`src/rtl/b_resp_rx.sv`:
```
// Write-response receiver: buffers B responses in a FWFT FIFO, tracks outstanding
// writes, counts error responses and flags unexpected, overflow and timeout events.
module b_resp_rx #(
  parameter int FIFO_DEPTH     = 4,
  parameter int MAX_OUT        = 4,
  parameter int TIMEOUT_CYCLES = 255
) (
  input  logic                             clk,
  input  logic                             resetn,
  input  logic                             BVALID,
  input  logic [1:0]                       BRESP,
  output logic                             BREADY,
  input  logic                             WISSUE,
  output logic                             RSP_VALID,
  output logic [1:0]                       RSP_DATA,
  input  logic                             RSP_READY,
  output logic [$clog2(MAX_OUT+1)-1:0]     OUTSTANDING,
  output logic [7:0]                       ERR_COUNT,
  output logic                             UNEXP,
  output logic                             ISSUE_OVF,
  output logic                             TIMEOUT,
  input  logic                             CLR_FLAGS
);

  localparam int AW = (FIFO_DEPTH > 2) ? $clog2(FIFO_DEPTH) : 1;
  localparam int CW = $clog2(FIFO_DEPTH + 1);
  localparam int OW = $clog2(MAX_OUT + 1);
  localparam logic [15:0] TMR_LIMIT = 16'(TIMEOUT_CYCLES - 1);

  typedef enum logic [1:0] {S_IDLE, S_WAIT, S_TOUT} state_t;

  logic [1:0]    mem_reg [FIFO_DEPTH];
  logic [AW-1:0] wr_ptr_reg, rd_ptr_reg;
  logic [CW-1:0] count_reg;
  logic [OW-1:0] out_reg, out_next;
  logic [7:0]    err_count_reg;
  logic          unexp_reg, ovf_reg, timeout_reg;
  logic [15:0]   timer_reg;
  state_t        state_reg;
  logic          hs, pop, ovf_set, err_set;

  assign BREADY      = (count_reg != CW'(FIFO_DEPTH));
  assign RSP_VALID   = (count_reg != '0);
  assign RSP_DATA    = RSP_VALID ? mem_reg[rd_ptr_reg] : 2'b00;
  assign hs          = BVALID && BREADY;
  assign pop         = RSP_VALID && RSP_READY;
  assign err_set     = hs && BRESP[1];
  assign OUTSTANDING = out_reg;
  assign ERR_COUNT   = err_count_reg;
  assign UNEXP       = unexp_reg;
  assign ISSUE_OVF   = ovf_reg;
  assign TIMEOUT     = timeout_reg;

  // Storage carries no reset: empty/full is decided purely by count_reg.
  always_ff @(posedge clk) begin
    if (hs) mem_reg[wr_ptr_reg] <= BRESP;
  end

  always_ff @(posedge clk or negedge resetn) begin
    if (!resetn) begin
      wr_ptr_reg <= '0;
      rd_ptr_reg <= '0;
      count_reg  <= '0;
    end else begin
      if (hs)  wr_ptr_reg <= wr_ptr_reg + AW'(1);
      if (pop) rd_ptr_reg <= rd_ptr_reg + AW'(1);
      case ({hs, pop})
        2'b10:   count_reg <= count_reg + CW'(1);
        2'b01:   count_reg <= count_reg - CW'(1);
        default: count_reg <= count_reg;
      endcase
    end
  end

  // A simultaneous issue and response cancel out, even at the saturation limits.
  always_comb begin
    out_next = out_reg;
    ovf_set  = 1'b0;
    if (WISSUE && !hs) begin
      if (out_reg == OW'(MAX_OUT)) ovf_set  = 1'b1;
      else                         out_next = out_reg + OW'(1);
    end else if (hs && !WISSUE && out_reg != '0) begin
      out_next = out_reg - OW'(1);
    end
  end

  always_ff @(posedge clk or negedge resetn) begin
    if (!resetn) begin
      out_reg       <= '0;
      err_count_reg <= '0;
      unexp_reg     <= 1'b0;
      ovf_reg       <= 1'b0;
    end else begin
      out_reg <= out_next;
      if (CLR_FLAGS)                          err_count_reg <= err_set ? 8'd1 : 8'd0;
      else if (err_set && err_count_reg != 8'hFF) err_count_reg <= err_count_reg + 8'd1;
      if (hs && out_reg == '0) unexp_reg <= 1'b1;
      else if (CLR_FLAGS)      unexp_reg <= 1'b0;
      if (ovf_set)             ovf_reg   <= 1'b1;
      else if (CLR_FLAGS)      ovf_reg   <= 1'b0;
    end
  end

  // Timeout watchdog; a later assignment to timeout_reg overrides the clear.
  always_ff @(posedge clk or negedge resetn) begin
    if (!resetn) begin
      state_reg   <= S_IDLE;
      timer_reg   <= '0;
      timeout_reg <= 1'b0;
    end else begin
      if (CLR_FLAGS) timeout_reg <= 1'b0;
      case (state_reg)
        S_IDLE: begin
          timer_reg <= '0;
          if (out_next != '0) state_reg <= S_WAIT;
        end
        S_WAIT: begin
          if (out_next == '0) begin
            state_reg <= S_IDLE;
            timer_reg <= '0;
          end else if (hs) begin
            timer_reg <= '0;
          end else if (timer_reg == TMR_LIMIT) begin
            state_reg   <= S_TOUT;
            timeout_reg <= 1'b1;
          end else begin
            timer_reg <= timer_reg + 16'd1;
          end
        end
        S_TOUT: begin
          if (hs) begin
            timer_reg <= '0;
            state_reg <= (out_next != '0) ? S_WAIT : S_IDLE;
          end
        end
        default: begin
          state_reg <= S_IDLE;
          timer_reg <= '0;
        end
      endcase
    end
  end

endmodule

```
`config.mk`:
```
export PLATFORM = sky130hd
export DESIGN_NAME = b_resp_rx
export DESIGN_NICKNAME = d
export VERILOG_FILES = /design/src/rtl/b_resp_rx.sv
export SDC_FILE = /design/constraint.sdc
export NUM_CORES = 1
export LEC_CHECK = 0
export ABC_AREA = 1
export BUFFER_PORTS_ARGS = -buffer_cell sky130_fd_sc_hd__buf_2
export CAP_MARGIN = 30
export CORE_MARGIN = 8
export CORE_UTILIZATION = 45
export DETAILED_ROUTE_END_ITERATION = 10
export SYNTH_ARGS = -nofsm -noshare
export SYNTH_HDL_FRONTEND = slang
export SYNTH_SLANG_ARGS = --single-unit
export TNS_END_PERCENT = 1
```
`constraint.sdc`:
```
create_clock -name clk -period 2.55 [get_ports clk]
set_clock_uncertainty 0.15 [all_clocks]
set_input_delay 0.51 -clock clk [delete_from_list [all_inputs] [get_ports clk]]
set_output_delay 0.51 -clock clk [all_outputs]
set_load 0.03 [all_outputs]
```
# Word level (Yosys, flattened, before mapping)
# Memories as Yosys holds them, arrays and structs flattened.
# Cells that the tools add are included.
word_totals:
  reg_bits: 39
  rom_bits: 0
  mem_count: 1
  word_cells: 86
  latch_bits: 0
  out_inout_bits: 18
  mem_bits_rw: 8
  inputBits: 8
memory_table:
  columns: ["memory", "words", "width", "read_ports", "rd_clocked_by_memory_dff", "write_ports", "line_no", "rtl"]
  rows:
  - ["mem_reg", 4, 2, 1, 0, 1, "32", "logic [1:0] mem_reg [FIFO_DEPTH];"]
classes:
  addsub: 8
  multipliers: 0
  reduce_logical: 22
  n_mux: 32
  eq_ne: 13
  n_lt_le_gt_ge: 0
  shifts: 0
  div: 0
  n_bitwise: 0
op_table:
  columns: ["operator", "n"]
  rows:
  - ["2-to-1 mux 16 bit", 4]
  - ["case mux 16 bit (2 select lines)", 1]
  - ["adder 16 x 1 -> 16 bit (second input constant)", 1]
  - ["== test 16 x 8 -> 1 bit (second input constant)", 1]
  - ["2-to-1 mux 8 bit", 2]
  - ["2-to-1 mux 1 bit", 14]
  - ["2-to-1 mux 2 bit", 6]
  - ["2-to-1 mux 3 bit", 3]
  - ["inequality test 3 bit (second input constant)", 3]
  - ["nonzero test 3 bit", 3]
  - ["adder 8 x 1 -> 8 bit (second input constant)", 1]
  - ["logical AND 1 bit", 8]
  - ["inequality test 8 bit (second input constant)", 1]
  - ["nonzero test 2 bit", 4]
  - ["adder 3 x 1 -> 3 bit (second input constant)", 2]
  - ["zero test 3 bit", 2]
  - ["case mux 2 bit (3 select lines)", 1]
  - ["case mux 3 bit (2 select lines)", 1]
  - ["subtractor 3 x 1 -> 3 bit (second input constant)", 2]
  - ["adder 2 x 1 -> 2 bit (second input constant)", 2]
  - ["== test 2 x 1 -> 1 bit (second input constant)", 2]
  - ["== test 2 bit (second input constant)", 2]
  - ["inequality test 2 bit (second input constant)", 2]
  - ["inequality test 4 bit (second input constant)", 1]
  - ["5 further kinds", 6]

# Depth between registers and ports, before layout
# Gate-level depths: netlist of the first run.
depth:
  word_depth: 10
  mapped_depth: 14
  ltp_nobuf: 13

# Least setup slack after synthesis of the first run
# Ideal clock, no wire load.
synth_path:
  kind: "flip-flop to flip-flop"
  from: "reg out_reg[0] (netlist: OUTSTANDING[0])"
  to: "reg timer_reg[7]"
  setup_ns: 0.121
  arrival_time_ns: 1.971
  required_time_ns: 2.279
  synth_period_minus_slack_ns: 2.242
  stages_incl_launch_ff: 14
  path_slack_ns: 0.308
  path_buffers: 1
  cell_sequence: "dfrtp_1 -> inv_1 -> ha_1 -> a21oi_4 -> nand3_2 -> nand2_1 -> nand2_1 -> a21oi_4 -> nand3_4 -> nand3_2 -> nand2_4 -> buf_6 -> nand2_1 -> nand2_1"
synth_via:
  elab_chain_len: 7
  elab_cells_between_ends: 13
  cone_classes: "2 x add/sub; 2 x eq/ne; 5 x mux; 4 x reduce/logical"
synth_rtl:
  columns: ["item", "line_no", "rtl"]
  rows:
  - ["start: declaration", "35", "logic [OW-1:0] out_reg, out_next;"]
  - ["start signal: assignment", "94", "out_reg <= out_next;"]
  - ["branches (longest 3 deep; another with subtractor 3 x 1 -> 3 bit)", null, null]
  - ["2-to-1 mux 3 bit *", "79", "if (WISSUE && !hs) begin"]
  - ["zero test 3 bit *", "118", "if (out_next == '0) begin"]
  - ["inequality test 4 bit (no line) / 2-to-1 mux 16 bit (equally long branches)", null, null]
  - ["AND reduction 2 bit (no line) / case mux 16 bit (2 select lines) (equally long branches)", null, null]
  - ["end signal: assignment", "127", "timer_reg <= timer_reg + 16'd1;"]
  - ["end: declaration", "38", "logic [15:0] timer_reg;"]
# Mark *: on every way between the ends.
# A chain may end at the register's enable or synchronous reset.

# Final worst setup path of the first run
layout_path:
  from: "reg out_reg[0] (netlist: OUTSTANDING[0])"
  to: "reg timer_reg[12]"
layout_via:
  elab_chain_len: 7
  elab_cells_between_ends: 13
  cone_classes: "2 x add/sub; 2 x eq/ne; 5 x mux; 4 x reduce/logical"
layout_rtl:
  columns: ["item", "line_no"]
  rows:
  - ["branches (longest 3 deep; another with subtractor 3 x 1 -> 3 bit)", null]
  - ["2-to-1 mux 3 bit *", "79"]
  - ["net out_next[1]", "35"]
  - ["zero test 3 bit *", "118"]
  - ["inequality test 4 bit (no line) / 2-to-1 mux 16 bit (equally long branches)", null]
  - ["AND reduction 2 bit (no line) / case mux 16 bit (2 select lines) (equally long branches)", null]
# Mark *: on every way through the listed nets, which the timed path passes.

==> results of run 1 <==
logic make-up after synthesis:
kind of cell,Yosys count,synth area share
compound gates,28,0.0724
simple gates,183,0.297
flops,47,0.443
fa+ha+maj,12,0.0574
buf+inv,47,0.0724
xor+xnor,18,0.0574
through the flow:
step                worst slack (ns)  cell area [µm²]
floorplan                      0.308             2750
global placement               0.244             2950
detailed placement             0.153             2950
CTS                            0.123             3050
global route                  0.0322             3080
finish                         0.234             3080
layout make-up:
cell class / count / area, µm²
flip-flops and latches: 47 / 1220
multi-input cells: 241 / 1340
clock buffers: 5 / 68.8
clock inverters: 3 / 17.5
inverters: 42 / 158
well taps: 75 / 93.8
repair buffers: 33 / 188
fillers: 545 / 2840
routing by layer:
layer,share of wire,vias to the layer above
met4,0.0088,0
met1,0.49,988
met5,0,-
li1,-,1136
met2,0.46,31
met3,0.041,4
power groups by stage:
stage	registers, µW	logic (µW)	clock network [µW]
final	1050	1140	448
after global routing	1080	1280	492
after CTS	1050	1140	463
after detailed placement	1070	1140	0
after global placement	1070	1120	0
after floorplan	1120	822	0
critical path: cells and delay by family, from the launching register on:
family,cells,cell delay (ns)
AOI/OAI and AO/OA,1,0.20
adders and majority gates,1,0.27
DFF,1,0.39
buffers and inverters,2,0.13
and+or+nand+nor,9,1.12
repair_timing:
| action | CTS | global route |
|---|---|---|
| endpoints found under the hold margin | 11 | 0 |
| setup endpoints to repair | 0 | 16 |
| setup buffers | 0 | 3 |
| gates resized for setup | 0 | 1 |
| hold buffers | 1 | 0 |
placed cells by master, fill, tap and decap left out, types with 3 or more instances in the layout:
master    count
nor2_2        4
a211oi_1      3
nor2_1       46
buf_2        25
a21oi_1       6
nand2_1      89
nor4_1        4
dfrtp_1      39
nand4_1       5
nand3_1      22
o21ai_0      11
clkbuf_8      5
clkinv_1      3
buf_4         7
edfxtp_1      8
ha_1         11
nand2_2       4
inv_1        38
xor2_1       13
xnor2_1       5
final timing paths:
check	to	slack, ns
setup / recovery	timer_reg[12]	0.23
hold / removal	mem_reg[0][0]	0.28
setup reg to reg	timer_reg[12]	0.23
hold reg to reg	ISSUE_OVF	0.35
max in group asynchronous	timer_reg[8]	1.25
min in group asynchronous	timer_reg[13]	0.48
==> metrics.cfg, run 1 <==
[outcome]
status = finished, final reports clean

[final_layout]
antenna_cells = 0
areaGrowthSynthToFinish_pct = 12.2
finalNonFillerCells = 446
fin_util = 0.520
nNetsFinal = 390
drive_gt1_frac = 0.164
largest_register_ffs = 16

[power_and_ir_drop]
swShare = 0.438
internal_power_uw = 1490
switchingPower_uw = 1160
pwr-share-comb = 0.432
ir_drop_mv = 0.556
total_power_uw = 2640
p_per_area_nw_per_um2 = 857
power_leakage_uw = 0.00157
pwr-share-clk = 0.170
seqPwrFrac = 0.399

[grt]
grt-busiest-layer = met2
grt.overflow.total = 0
grtUsageMet1 = 0.159
grtUsageMet3 = 0.0304
groute.usage.overall = 0.127
grt_max_degree = 18
met2_usage = 0.211
antenna_found_initial = 0
grt_pass1_wl_um = 9030
grt_pass1_vias = 1987

[die]
die_w_um = 94.1
num_io_pins = 26
rows = 28
core_area_um2 = 5920
die_area_um2 = 8860
die_y_um = 94.1
start_util = 0.464

[synth]
synth.most_common_cell = nand2_1
yosysWarnings = 0
synth_top_area_cell = dfrtp_1
synth.avg_cell_area_um2 = 8.20
synth_commonest_cells = nand2_1, nor2_1, dfrtp_1
synth_top_area_frac = 0.355
ys_seq_elements = 47
yosys.cell_types.count = 36
yosysSeqAreaShare = 0.443
syn-num-nets = 355
synth_cells = 335
synth_edf_count = 8
ys_async_sr_fraction = 0.830
synthFlopType = dfrtp_1
yosys-top-cells-area = dfrtp_1, nand2_1, edfxtp_1, nor2_1, inv_1
syn-cell-area_um2 = 2750

[place]
dp.final_hpwl_um = 3960
gp_congestion = 0.823
dp.cells = 434
numPortBuffers = 25

[sta]
slew_headroom = 0.598
hold-worst-slack_ns = 0.285
rsz0062_at_grt = false
slew_violations = 0
fin_crit_sh = 0.908
final.min_clock_period_ns = 2.32
hold_viol = 0
fin_setup_tns_ns = 0
finalSetupViolations = 0
fmax_mhz = 432
worstMarginPinSlew_ns = 0.598

[clock_tree]
insertion_delay_ns = 0.30
clk_pin_slew_ns = 0.09
cts-root-buf = clkbuf_8
cts_buffer_depth = 2
htree_levels = 2
clock-sinks = 47
tritoncts = done
cts_buffers = 5

[worst_setup_path]
required_ns = 2.64
end_kind = flip-flop
path_class = flip-flop to flip-flop
slowest_delay_ns = 0.39
critPathMostFrequentCell = nand2_1
cp_slowest_cell = dfrtp_1
r2r_start = OUTSTANDING[0]
worstRegToRegCells = 13
arrival_ns = 2.41
cp-start-kind = flip-flop
startpoint = OUTSTANDING[0]
crit_path_max_fanout = 14
worstPathCellList = inv_1 -> ha_1 -> a21oi_4 -> nand3_2 -> nand2_1 -> nand3_1 -> nand2_2 -> inv_2 -> nand3_4 -> nand2_1 -> nor2_1 -> nand2_1 -> nand2_1

[job]
cap_violations = 0

[routing]
dr.pass1.iters = 4
drt-total-wl_um = 5360
drt_iter0_drc = 77
drc = 0
via_count = 2159
vias_per_cell = 4.84
wire_per_inst_um = 12.0
ant_nets = 0

[min_path]
worstHoldPathType = primary input to flip-flop
hold_start = BRESP[0]
holdPathStages = 1

Note: power is estimated with default switching activity, not from simulation.
==> run 2: changes to the inputs <==
Settings changed: RECOVER_POWER set to 25.
==> run 2 against run 1 <==
Against the previous run: final area decreased by 0.24%; first-iteration DRC count is 2.6% higher; fmax hardly changed; sequential cell count stayed put; largest cell class unchanged; count of clock-buffer cells in the layout unchanged; global-route usage did not move; hold slack about the same; clock power about the same.
==> metrics.cfg, run 2 (same netlist as run 1, synthesis figures left out) <==
[power_and_ir_drop]
power_leakage_uw = 0.00156  ; was 0.00157 µW
switchingPower_uw = 1160  ; about the same
pwr-share-clk = 0.170  ; about the same
pwr-share-comb = 0.431  ; was 0.432
swShare = 0.438  ; about the same
internal_power_uw = 1480  ; was 1490 µW
ir_drop_mv = 0.555  ; was 0.556 mV
p_per_area_nw_per_um2 = 859  ; was 857 nW/µm²
seqPwrFrac = 0.399  ; about the same

[die]
start_util = 0.464  ; unchanged
rows = 28  ; unchanged
core_area_um2 = 5920  ; unchanged
num_io_pins = 26  ; unchanged
die_w_um = 94.1  ; unchanged
die_area_um2 = 8860  ; unchanged
die_y_um = 94.1  ; unchanged

[final_layout]
final_common_cell = nand2_1  ; unchanged
fin_util = 0.519  ; was 0.520
largest_register_ffs = 16  ; unchanged
layout_common_cells = nand2_1, nor2_1, dfrtp_1  ; unchanged
antenna_cells = 0  ; unchanged
nNetsFinal = 390  ; unchanged
areaGrowthSynthToFinish_pct = 11.9  ; was 12.2%
fill_cells = 550  ; was 545
drive_gt1_frac = 0.154  ; was 0.164

[grt]
groute.usage.overall = 0.127  ; unchanged
antenna_found_initial = 0  ; unchanged
grt_pass1_vias = 1987  ; unchanged
grt.overflow.total = 0  ; unchanged
grt_pass1_wl_um = 9030  ; unchanged
grt_max_degree = 18  ; unchanged

[outcome]
status = finished, final reports clean  ; unchanged

[worst_setup_path]
crit_path_max_fanout = 14  ; unchanged
startpoint = OUTSTANDING[0]  ; unchanged
r2r_start = OUTSTANDING[0]  ; unchanged
ff2ff_setup_slack_ns = 0.23  ; about the same
cp-start-kind = flip-flop  ; unchanged
required_ns = 2.64  ; about the same
path_class = flip-flop to flip-flop  ; unchanged
end_kind = flip-flop  ; unchanged
arrival_ns = 2.41  ; about the same

[clock_tree]
cts_buffer_depth = 2  ; unchanged
clk_pin_slew_ns = 0.09  ; about the same
tritoncts = done  ; unchanged
cts_buffers = 5  ; unchanged
cts-root-buf = clkbuf_8  ; unchanged
insertion_delay_ns = 0.30  ; about the same
clock-sinks = 47  ; unchanged
htree_levels = 2  ; unchanged

[min_path]
hold_start = CLR_FLAGS  ; was BRESP[0]
worstHoldPathType = primary input to flip-flop  ; unchanged

[sta]
worstMarginPinSlew_ns = 0.749  ; was 0.598 ns
fin_setup_tns_ns = 0  ; unchanged
hold_viol = 0  ; unchanged
fin_crit_sh = 0.908  ; about the same
slew_violations = 0  ; unchanged
slew_headroom = 0.501  ; was 0.598
fmax_mhz = 432  ; about the same
finalSetupViolations = 0  ; unchanged
rsz0062_at_grt = false  ; unchanged
final.min_clock_period_ns = 2.32  ; about the same

[routing]
vias_per_cell = 4.84  ; about the same
via_count = 2157  ; was 2159
ant_nets = 0  ; unchanged
drc = 0  ; unchanged
dr.pass1.iters = 4  ; unchanged
drt-total-wl_um = 5340  ; was 5360 µm
wire_per_inst_um = 12.0  ; about the same
drt_iter0_drc = 79  ; was 77

[place]
gp_congestion = 0.823  ; unchanged
numPortBuffers = 25  ; unchanged
dp.final_hpwl_um = 3960  ; unchanged

[job]
cap_violations = 0  ; unchanged

## run 2: power by group through the flow
stage          logic, µW  registers, µW  clock network (µW)
2_1_floorplan        822           1120                   0
3_3_place_gp        1120           1070                   0
3_5_place_dp        1140           1070                   0
4_1_cts             1140           1050                 463
5_1_grt             1280           1080                 492
6_report            1140           1050                 448
## run 2: critical path, cell delays in order, from the launching register on
cell	delay [ns]
dfrtp_1	0.39
inv_1	0.09
ha_1	0.27
a21oi_4	0.20
nand3_2	0.11
nand2_1	0.08
nand3_1	0.08
nand2_2	0.08
inv_2	0.04
nand3_4	0.16
nand2_1	0.10
nor2_1	0.33
nand2_1	0.09
nand2_1	0.09
## run 2: path summary, 6_finish.rpt
kind,endpoint,cells after the start
setup reg to reg,timer_reg[12],13
setup / recovery,timer_reg[12],13
min in group asynchronous,timer_reg[13],2
hold / removal,ERR_COUNT[7],2
hold reg to reg,ISSUE_OVF,2
max in group asynchronous,timer_reg[6],3
## run 2: area by class of cell
type	instances	area, µm²	share of cell area
Multi-Input combinational cell	241	1340	0.436
Sequential cell	47	1220	0.396
Timing Repair Buffer	33	180	0.0586
Inverter	42	158	0.0513
Tap cell	75	93.8	0.0305
Clock buffer	5	68.8	0.0224
Clock inverter	3	17.5	0.00570
## run 2: timing repair
item,CTS,global route
hold buffers,1,0
resized for setup,0,1
setup endpoints to repair,0,16
setup buffers,0,3
hold endpoints to repair,11,0
## run 2: metrics by stage
step	worst slack, ns	power, µW	hold WS (ns)	cell area (µm²)	std cells
2_1_floorplan	0.308	1940	0.0644	2750	335
3_3_place_gp	0.244	2190	0.268	2950	434
3_5_place_dp	0.153	2210	0.270	2950	434
4_1_cts	0.123	2660	0.275	3050	443
5_1_grt	0.0322	2850	0.278	3070	446
6_report	0.234	2640	0.284	3070	446
## run 2: metal layers
| metal | part of all wire | GRT usage | vias up |
|---|---|---|---|
| li1 | - | - | 1135 |
| met3 | 0.040 | 0.0304 | 4 |
| met1 | 0.49 | 0.159 | 988 |
| met2 | 0.46 | 0.211 | 30 |
| met4 | 0.0088 | 0.0396 | 0 |
| met5 | 0 | 0 | - |
==> run 3: changes to the inputs <==
Settings changed: PLACE_DENSITY_LB_ADDON set to 0.2, SLEW_MARGIN set to 15.
==> run 3 against run 2 <==
Against the previous run: sequential power barely moved; hold slack improved by 0.016 ns; final area barely moved; count of clock-buffer cells in the layout rose by 1; critical path type unchanged; largest cell class unchanged.
==> metrics.cfg, run 3 (same netlist as run 1, synthesis figures left out) <==
[sta]
hold_viol = 0  ; unchanged
fin_crit_sh = 0.897  ; was 0.908
slew_headroom = 0.473  ; was 0.501
final.min_clock_period_ns = 2.29  ; was 2.32 ns
finalSetupViolations = 0  ; unchanged
slew_violations = 0  ; unchanged
fmax_mhz = 437  ; was 432 MHz
worstMarginPinSlew_ns = 0.790  ; was 0.749 ns
rsz0062_at_grt = false  ; unchanged
fin_setup_tns_ns = 0  ; unchanged

[grt]
met2_usage = 0.228  ; was 0.211
grt_max_degree = 18  ; unchanged
groute.usage.overall = 0.135  ; was 0.127
grtUsageMet3 = 0.0328  ; was 0.0304
grt.overflow.total = 0  ; unchanged
grt_pass1_wl_um = 9750  ; was 9030 µm
grt_pass1_vias = 2123  ; was 1987
grt-busiest-layer = met2  ; unchanged
antenna_found_initial = 0  ; unchanged
grtUsageMet1 = 0.167  ; was 0.159

[routing]
vias_per_cell = 4.82  ; was 4.84
via_count = 2134  ; was 2157
drt-total-wl_um = 5340  ; about the same
dr.pass1.iters = 4  ; unchanged
drt_iter0_drc = 51  ; was 79
drc = 0  ; unchanged
wire_per_inst_um = 12.0  ; about the same
ant_nets = 0  ; unchanged

[place]
dp.final_hpwl_um = 4110  ; was 3960 µm
numPortBuffers = 25  ; unchanged
gp_congestion = 0.861  ; was 0.823

[clock_tree]
cts_setup_buffers = 0  ; unchanged
cts-root-buf = clkbuf_8  ; unchanged
cts_buffers = 5  ; unchanged
clk_pin_slew_ns = 0.09  ; about the same
cts_buffer_depth = 2  ; unchanged
htree_levels = 2  ; unchanged
tritoncts = done  ; unchanged
insertion_delay_ns = 0.29  ; was 0.30 ns
clock-sinks = 47  ; unchanged

[power_and_ir_drop]
total_power_uw = 2730  ; was 2640 µW
ir_drop_mv = 0.511  ; was 0.555 mV
p_per_area_nw_per_um2 = 887  ; was 859 nW/µm²
power_leakage_uw = 0.00155  ; was 0.00156 µW

[final_layout]
fill_cells = 557  ; was 550
antenna_cells = 0  ; unchanged
nNetsFinal = 387  ; was 390
layout_common_cells = nand2_1, nor2_1, dfrtp_1  ; unchanged
final_common_cell = nand2_1  ; unchanged
largest_register_ffs = 16  ; unchanged
regArea_um2 = 1220  ; unchanged
areaGrowthSynthToFinish_pct = 11.9  ; about the same
drive_gt1_frac = 0.147  ; was 0.154
multiInputGateArea_um2 = 1340  ; unchanged

[worst_setup_path]
r2r_start = OUTSTANDING[0]  ; unchanged
arrival_ns = 2.31  ; was 2.41 ns
required_ns = 2.57  ; was 2.64 ns
slowest_delay_ns = 0.38  ; was 0.39 ns
worstPathCellList = inv_1 -> ha_1 -> a21oi_4 -> nand3_2 -> nand2_1 -> nand2_1 -> a21oi_4 -> nand3_4 -> nand3_4 -> nand2_4 -> nand2_1 -> nand2_1  ; was inv_1 -> ha_1 -> a21oi_4 -> nand3_2 -> nand2_1 -> nand3_1 -> nand2_2 -> inv_2 -> nand3_4 -> nand2_1 -> nor2_1 -> nand2_1 -> nand2_1
path_class = flip-flop to flip-flop  ; unchanged
r2r-end = timer_reg[0]  ; was timer_reg[12]
critPathMostFrequentCell = nand2_1  ; unchanged
ff2ff_setup_slack_ns = 0.26  ; was 0.23 ns
end_kind = flip-flop  ; unchanged
cp-start-kind = flip-flop  ; unchanged
cp_slowest_cell = dfrtp_1  ; unchanged
path_delay_family = simple AND/OR/NAND/NOR gates  ; unchanged
worstRegToRegCells = 12  ; was 13
crit_path_max_fanout = 17  ; was 14
worst-path-buf-inv = 1  ; was 2

[die]
die_area_um2 = 8860  ; unchanged
rows = 28  ; unchanged
die_y_um = 94.1  ; unchanged
start_util = 0.464  ; unchanged
num_io_pins = 26  ; unchanged
die_w_um = 94.1  ; unchanged
core_area_um2 = 5920  ; unchanged

[min_path]
holdPathStages = 2  ; unchanged
hold_start = CLR_FLAGS  ; unchanged
hold_end = ERR_COUNT[7]  ; unchanged
worstHoldPathType = primary input to flip-flop  ; unchanged

[outcome]
status = finished, final reports clean  ; unchanged

[job]
cap_violations = 0  ; unchanged

[run 3: cell count changes in the layout (fill, tap and decap cells not counted)]
cell | previous run | this run
bufinv_16 | 0 | 1
clkinv_1 | 3 | 2
clkinv_2 | 1 | 0
inv_6 | 1 | 0
clkbuf_1 | 4 | 5
clkinvlp_4 | 0 | 1
buf_4 | 6 | 3
[run 3: how the worst max path moves through the flow]
stage,cells past startpoint,end,from,slack (ns)
finish,12,timer_reg[0],OUTSTANDING[0],0.26
CTS,12,timer_reg[0],OUTSTANDING[0],0.17
detailed placement,12,timer_reg[0],OUTSTANDING[0],0.18
floorplan,13,timer_reg[7],OUTSTANDING[0],0.31
global placement,12,timer_reg[7],OUTSTANDING[0],0.27
global route,12,timer_reg[7],OUTSTANDING[0],0.05
[run 3: worst reg2reg max path: cells and delay by family, from the launching register on]
family,cells,cell delay [ns]
compound gates,2,0.35
fa+ha+maj,1,0.26
buf+inv,1,0.09
flops,1,0.38
simple gates,8,0.95
[run 3: power breakdown]
part | switching (µW) | internal, µW | total, µW | leakage (µW)
combinational | 760 | 378 | 1140 | 0.000914
sequential | 142 | 913 | 1060 | 0.000588
clock | 241 | 293 | 534 | 0.0000514
[run 3: final cells by class]
type	count	area share
clock inverters	2	0.0122
multi-input cells	241	0.435
flip-flops and latches	47	0.396
well taps	75	0.0305
inverters	42	0.0513
repair buffers	30	0.0513
clock buffers	6	0.0236
[run 3: through the flow]
step	worst slack, ns	cells	instance area [µm²]	hold WS [ns]	util
floorplan	0.308	335	2750	0.0644	-
global placement	0.274	434	2950	0.280	0.499
detailed placement	0.182	434	2950	0.283	0.499
CTS	0.173	443	3070	0.290	0.519
global route	0.0509	443	3070	0.300	0.519
finish	0.264	443	3070	0.300	0.519
[run 3: routing by layer]
metal	routed length, µm	vias up
li1	-	1125
met1	2530	982
met2	2520	25
met3	238	2
met4	40	0
met5	0	-
[run 3: repair_timing]
action | CTS | global route
hold buffers | 1 | 0
hold endpoints to repair | 12 | 0
gates resized for setup | 0 | 1
setup endpoints to repair | 0 | 11
